<file path="config.mk">
export PLATFORM = sky130hd
export DESIGN_NAME = pipe_ctrl
export DESIGN_NICKNAME = d
export VERILOG_FILES = /design/src/rtl/core_ctrl_pkg.sv /design/src/rtl/load_use_detect.sv /design/src/rtl/pipe_ctrl.sv
export SDC_FILE = /design/constraint.sdc
export NUM_CORES = 1
export LEC_CHECK = 0
export ABC_CLOCK_PERIOD_IN_PS = 2900
export CORE_MARGIN = 8
export CORE_UTILIZATION = 36
export CTS_CLUSTER_DIAMETER = 150
export DETAILED_ROUTE_END_ITERATION = 7
export DONT_BUFFER_PORTS = 1
export HOLD_SLACK_MARGIN = 0.03
export PLACE_DENSITY = 0.5
export SLEW_MARGIN = 0
export SYNTH_ARGS = -nofsm -noshare
export SYNTH_HDL_FRONTEND = slang
export SYNTH_HIERARCHICAL = 1
export SYNTH_SLANG_ARGS = --single-unit
</file>
<file path="constraint.sdc">
create_clock -name clk -period 2.9 [get_ports clk]
set_input_delay 0.58 -clock clk [delete_from_list [all_inputs] [get_ports clk]]
set_output_delay 0.58 -clock clk [all_outputs]
set_load 0.01 [all_outputs]
</file>
<file path="src/rtl/core_ctrl_pkg.sv">
`default_nettype none
// ============================================================================
//  Module      : core_ctrl_pkg
//  Description : Shared control-side types and constants for the RV32 core
//                pipeline controller and its helpers.
//  Revision    : 1.0 - initial release
// ============================================================================
package core_ctrl_pkg;

  // Pipeline controller FSM states
  typedef enum logic [0:0] {
    RUN      = 1'b0,
    MEM_WAIT = 1'b1
  } pipe_state_e;

  // Per-cycle pipeline action chosen by the controller
  typedef enum logic [1:0] {
    ACT_NORMAL   = 2'd0,
    ACT_FREEZE   = 2'd1,
    ACT_BUBBLE   = 2'd2,
    ACT_REDIRECT = 2'd3
  } pipe_act_e;

  // Hard-wired zero register; never a real dependency
  localparam logic [4:0] REG_X0 = 5'd0;

endpackage : core_ctrl_pkg
`default_nettype wire

</file>
<file path="src/rtl/load_use_detect.sv">
`default_nettype none
// ============================================================================
//  Module      : load_use_detect
//  Description : Combinational load-use hazard term: a load in EX whose
//                destination is read by the instruction in ID.
//  Revision    : 1.0 - initial release
// ============================================================================
module load_use_detect
  import core_ctrl_pkg::*;
(
  input  logic       id_valid,
  input  logic [4:0] id_rs1_addr,
  input  logic [4:0] id_rs2_addr,
  input  logic       id_rs1_used,
  input  logic       id_rs2_used,
  input  logic       ex_valid,
  input  logic [4:0] ex_rd,
  input  logic       ex_rd_wr,
  input  logic       ex_is_load,
  output logic       load_use
);

  logic ex_load_wr;
  logic src_match;

  // Hazard exists only if a real (non-x0) load result is consumed by ID
  always_comb begin
    ex_load_wr = ex_valid & ex_rd_wr & ex_is_load & (ex_rd != REG_X0);
    src_match  = (id_rs1_used & (ex_rd == id_rs1_addr)) |
                 (id_rs2_used & (ex_rd == id_rs2_addr));
    load_use   = id_valid & ex_load_wr & src_match;
  end

endmodule : load_use_detect
`default_nettype wire

</file>
<file path="src/rtl/pipe_ctrl.sv">
`default_nettype none
// ============================================================================
//  Module      : pipe_ctrl
//  Description : Pipeline stall/flush controller for the 5-stage RV32 core.
//                Handles load-use bubbles, EX redirects and data-memory wait
//                states with a bounded timeout; counts stalled cycles.
//  Revision    : 1.0 - initial release
// ============================================================================
module pipe_ctrl
  import core_ctrl_pkg::*;
#(
  parameter int MAX_WAIT = 16,
  parameter int CNT_W    = 32
)(
  input  logic             clk,
  input  logic             rst,
  input  logic             id_valid,
  input  logic [4:0]       id_rs1_addr,
  input  logic [4:0]       id_rs2_addr,
  input  logic             id_rs1_used,
  input  logic             id_rs2_used,
  input  logic             ex_valid,
  input  logic [4:0]       ex_rd,
  input  logic             ex_rd_wr,
  input  logic             ex_is_load,
  input  logic             ex_redirect,
  input  logic             mem_req,
  input  logic             mem_ack,
  output logic             pc_en,
  output logic             if_id_en,
  output logic             id_ex_en,
  output logic             ex_mem_en,
  output logic             mem_wb_en,
  output logic             if_id_flush,
  output logic             id_ex_flush,
  output logic             mem_err,
  output logic [CNT_W-1:0] stall_cnt
);

  localparam int              WC_W      = (MAX_WAIT > 2) ? $clog2(MAX_WAIT) : 1;
  localparam logic [WC_W-1:0] WAIT_LAST = WC_W'(MAX_WAIT - 1);

  pipe_state_e      state_q, state_d;
  logic [WC_W-1:0]  wait_cnt_q, wait_cnt_d;
  logic [CNT_W-1:0] stall_cnt_q, stall_cnt_d;
  pipe_act_e        act;
  pipe_act_e        run_act;
  logic             load_use;
  logic             mem_stall;
  logic             ack;
  logic             timeout;

  load_use_detect u_load_use_detect (
    .id_valid    (id_valid),
    .id_rs1_addr (id_rs1_addr),
    .id_rs2_addr (id_rs2_addr),
    .id_rs1_used (id_rs1_used),
    .id_rs2_used (id_rs2_used),
    .ex_valid    (ex_valid),
    .ex_rd       (ex_rd),
    .ex_rd_wr    (ex_rd_wr),
    .ex_is_load  (ex_is_load),
    .load_use    (load_use)
  );

  // Non-memory priority: a redirect squashes ID, so it beats load-use
  always_comb begin
    mem_stall = mem_req & ~mem_ack;
    ack       = mem_req & mem_ack;
    if (ex_redirect)   run_act = ACT_REDIRECT;
    else if (load_use) run_act = ACT_BUBBLE;
    else               run_act = ACT_NORMAL;
  end

  // FSM next state, wait counter and action selection
  always_comb begin
    act        = ACT_NORMAL;
    timeout    = 1'b0;
    state_d    = state_q;
    wait_cnt_d = wait_cnt_q;
    case (state_q)
      RUN: begin
        if (mem_stall) begin
          act        = ACT_FREEZE;
          state_d    = MEM_WAIT;
          wait_cnt_d = WC_W'(1);
        end else begin
          act = run_act;
        end
      end
      MEM_WAIT: begin
        if (ack) begin
          // Ack beats a coincident timeout
          act        = run_act;
          state_d    = RUN;
          wait_cnt_d = '0;
        end else if (wait_cnt_q == WAIT_LAST) begin
          // Release with undefined load data; trap logic consumes mem_err
          timeout    = 1'b1;
          state_d    = RUN;
          wait_cnt_d = '0;
        end else begin
          act        = ACT_FREEZE;
          wait_cnt_d = wait_cnt_q + WC_W'(1);
        end
      end
      default: begin
        state_d    = RUN;
        wait_cnt_d = '0;
      end
    endcase
  end

  // Decode action into stage enables/flushes; reset forces a safe pattern
  always_comb begin
    pc_en       = 1'b1;
    if_id_en    = 1'b1;
    id_ex_en    = 1'b1;
    ex_mem_en   = 1'b1;
    mem_wb_en   = 1'b1;
    if_id_flush = 1'b0;
    id_ex_flush = 1'b0;
    mem_err     = 1'b0;
    if (rst) begin
      pc_en       = 1'b0;
      if_id_en    = 1'b0;
      id_ex_en    = 1'b0;
      ex_mem_en   = 1'b0;
      mem_wb_en   = 1'b0;
      if_id_flush = 1'b1;
      id_ex_flush = 1'b1;
    end else begin
      mem_err = timeout;
      case (act)
        ACT_FREEZE: begin
          pc_en     = 1'b0;
          if_id_en  = 1'b0;
          id_ex_en  = 1'b0;
          ex_mem_en = 1'b0;
          mem_wb_en = 1'b0;
        end
        ACT_REDIRECT: begin
          if_id_flush = 1'b1;
          id_ex_flush = 1'b1;
        end
        ACT_BUBBLE: begin
          pc_en       = 1'b0;
          if_id_en    = 1'b0;
          id_ex_flush = 1'b1;
        end
        default: ;
      endcase
    end
  end

  // Saturating count of cycles in which the PC is held
  always_comb begin
    stall_cnt_d = stall_cnt_q;
    if (!pc_en && (stall_cnt_q != {CNT_W{1'b1}})) begin
      stall_cnt_d = stall_cnt_q + CNT_W'(1);
    end
  end

  // State, wait counter and stall counter registers
  always_ff @(posedge clk or posedge rst) begin
    if (rst) begin
      state_q     <= RUN;
      wait_cnt_q  <= '0;
      stall_cnt_q <= '0;
    end else begin
      state_q     <= state_d;
      wait_cnt_q  <= wait_cnt_d;
      stall_cnt_q <= stall_cnt_d;
    end
  end

  assign stall_cnt = stall_cnt_q;

endmodule : pipe_ctrl
`default_nettype wire
</file>
==> metrics.yaml, run 1 <==
worst_setup_path:
  max_stage_delay_ns: 0.40
  crit_path_max_fanout: 4
  critPathSlowestCell: "dfrtp_1"
  cp-start-kind: "flip-flop"
  crit_top_cell: "ha_1"
  endpoint_kind: "primary output"
  cp.arrival_ns: 2.16
  worst_ep_required_time_ns: 2.32
  crit_chain: "ha_1 -> and3_1 -> nand2_2 -> o21ai_0 -> nand2b_1 -> o221a_2 -> ha_1 -> nor2_4 -> buf_4"
  worst-setup-path-type: "flip-flop to primary output"
clocking:
  numCtsBuffers: 5
  clock_sinks: 37
  cts_root_buffer: "clkbuf_8"
  path_clk_slew_ns: 0.08
  cts_tree: "built"
  clk_latency_ns: 0.29
  clockBufferDepth: 2
  cts_hold_buffers: 0
  cts_max_level: 2
placement:
  place_hpwl_mm: 3.91
  port_buffers: 0
  gp_congestion: 0.785
  place_ws_ns: 0.0809
floorplan:
  die_h_um: 92.9
  fp.dieW_um: 92.9
  initial_utilization_pct: 36.6
  ios: 66
  coreArea_um2: 5820
  die-area_um2: 8630
  core.rowCount: 28
timing:
  fin_crit_sh_pct: 94.5
  rsz0062_at_grt: "no"
  setup_slack_ns: 0.159
  setup_violations: 0
  slew_violations: 0
  fmax_ghz: 0.365
  hold_violations: 0
  setup-tns-final_ns: 0
  worstMarginPinSlew_ns: 0.545
  fin_crit_ns: 2.74
  timing.hold.ws_ns: 0.133
  max-slew-margin-rel_pct: 63.3
  fin_skew_ns: 0.00810
synth:
  syn_area_um2: 2130
  ys_seq_area_share_pct: 43.5
  async_reset_ff_share_pct: 100
  ys_warn_count: 6
  synth.avg_cell_area_um2: 10.2
  synth_nets: 239
  synth-seq-cells: 37
  synth_edf_count: 0
  synth-main-ff-cell: "dfrtp_1"
  syn_inst: 208
  synth_cell_type_count: 42
job:
  max_cap_violations: 0
pwr:
  p_comb_share_pct: 18.6
  p_clk_share_pct: 25.9
  peakVddDrop_uv: 322
  p_total_mw: 1.36
  power_frac_seq_pct: 55.5
  switchingPower_uw: 458
  leakagePower_nw: 0.999
  power_density_nw_per_um2: 578
  cellInternalPower_uw: 904
  swShare_pct: 33.6
cells_and_area:
  layout-drive-gt1-share_pct: 14.1
  fillCellCount: 613
  diodes: 0
  layout.nets: 250
  final_cell_mix: "dfrtp_1, xor2_1, nand3_1"
  final_common_cell: "dfrtp_1"
  multi_input_area_um2: 1160
  area.growth.synth_to_final_pct: 10.6
  seq_area_um2: 926
grt:
  grt_first_pass_wirelength_mm: 8.03
  grt_max_degree: 30
  antenna_found_initial: 0
  first_global_vias: 1556
  grt_usage_pct: 11.7
  globalRouteOverflowTotal: 0
routing:
  drt_iter0_markers: 43
  wl_mm: 5.14
  dr.pass1.iters: 4
  vias: 1576
  routedWlPerCell_um: 17.4
  drc: 0
  ant_nets: 0
  vias_per_cell: 5.34
min_path:
  hold_class: "input port to async pin"
status:
  status: "completed"
## cells in the mapped netlist, types with 2 or more instances
cell type / count / share of area, %
and2_1: 3 / 0.88
o21ai_0: 4 / 0.94
xor2_1: 24 / 9.9
nand3_1: 22 / 5.2
nor4_2: 2 / 1.2
and3_1: 8 / 2.4
nor3b_1: 3 / 1.1
clkbuf_1: 2 / 0.35
a21oi_1: 4 / 0.94
nor4_1: 7 / 2.1
nor2_1: 9 / 1.6
and4_1: 3 / 1.2
ha_1: 5 / 2.9
nor3_1: 7 / 1.6
nand4_1: 6 / 1.8
o21a_1: 3 / 1.1
or3_1: 2 / 0.59
buf_4: 4 / 1.4
nand2_1: 13 / 2.3
inv_1: 3 / 0.53
xnor2_1: 17 / 7.0
dfrtp_1: 37 / 43
## per-layer routing
layer / wire length [µm] / share of wire, % / global-route usage [%]
met5: 0 / 0 / 0
met4: 62 / 1.2 / 3.76
met3: 464 / 9.0 / 5.50
met2: 2350 / 46 / 18.1
met1: 2270 / 44 / 14.1
## final timing paths
| kind | to | cells past startpoint | slack (ns) | startpoint |
|---|---|---|---|---|
| min reg2reg | stall_cnt[10]$_DFFE_PP0P_ | 1 | 0.56 | stall_cnt[10]$_DFFE_PP0P_ |
| min in group clk | wait_cnt_q[3]$_DFFE_PP0P_ | 1 | 0.38 | mem_req |
| max | if_id_en | 9 | 0.16 | wait_cnt_q[0]$_DFFE_PP0P_ |
| max reg2reg | stall_cnt[22]$_DFFE_PP0P_ | 13 | 0.31 | wait_cnt_q[0]$_DFFE_PP0P_ |
| min | wait_cnt_q[3]$_DFFE_PP0P_ | 1 | 0.13 | rst |
| max in group asynchronous | stall_cnt[22]$_DFFE_PP0P_ | 2 | 2.06 | rst |
## power by group through the flow
stage / Sequential (mW) / Clock, mW / Combinational [mW]
CTS: 0.760 / 0.365 / 0.246
global placement: 0.769 / 0 / 0.241
global route: 0.774 / 0.386 / 0.296
finish: 0.756 / 0.353 / 0.253
floorplan: 0.727 / 0 / 0.206
detailed placement: 0.769 / 0 / 0.245
## per-stage QoR
stage               instance area (µm²)  cells  utilization, %
finish                             2360    295            40.5
global route                       2360    295            40.5
CTS                                2330    293            40.1
detailed placement                 2250    285            38.7
global placement                   2250    285            38.7
floorplan                          2140    208               -
## what timing repair did
item                       CTS  global route
setup buffers                0             2
setup endpoints to repair    0             3
gates resized for setup      0             2
## critical path: cells and delay by family, from the launching register on
kind	cells	cell delay, ns
buf+inv	1	0.15
fa+ha+maj	2	0.48
flops	1	0.40
compound gates	2	0.29
simple gates	4	0.56
## cell type report
class	instances	area share [%]
multi-input combinational	161	49.2
sequential	37	39.3
timing repair buffer	11	3.51
inverter	3	0.478
clock inverter	2	0.425
tap	75	3.98
clock buffer	6	3.08
## kinds of logic after synthesis
group | after synthesis | share of synthesized area, %
flip-flops | 37 | 43.5
AO/OA/AOI/OAI | 18 | 6.05
multiplexers | 3 | 1.53
AND/OR/NAND/NOR | 94 | 26.6
adder cells (fa/ha/maj) | 5 | 2.94
buffers and inverters | 10 | 2.53
XOR/XNOR | 41 | 16.9
## state kept, by name (all words and copies together) (netlist names)
name / cells
wait_cnt_q: 4
stall_cnt: 32
state_q: 1
Power figures use the tool's default switching activity.
==> inputs of run 2 (changes only) <==
--- a/config.mk
+++ b/config.mk
@@ -9,6 +9,7 @@
 export CORE_MARGIN = 8
 export CORE_UTILIZATION = 36
 export CTS_CLUSTER_DIAMETER = 150
+export CTS_CLUSTER_SIZE = 8
 export DETAILED_ROUTE_END_ITERATION = 7
 export DONT_BUFFER_PORTS = 1
 export HOLD_SLACK_MARGIN = 0.03
==> results of run 2 <==
No change in the layout: final DEF, timing and power equal those of run 1.
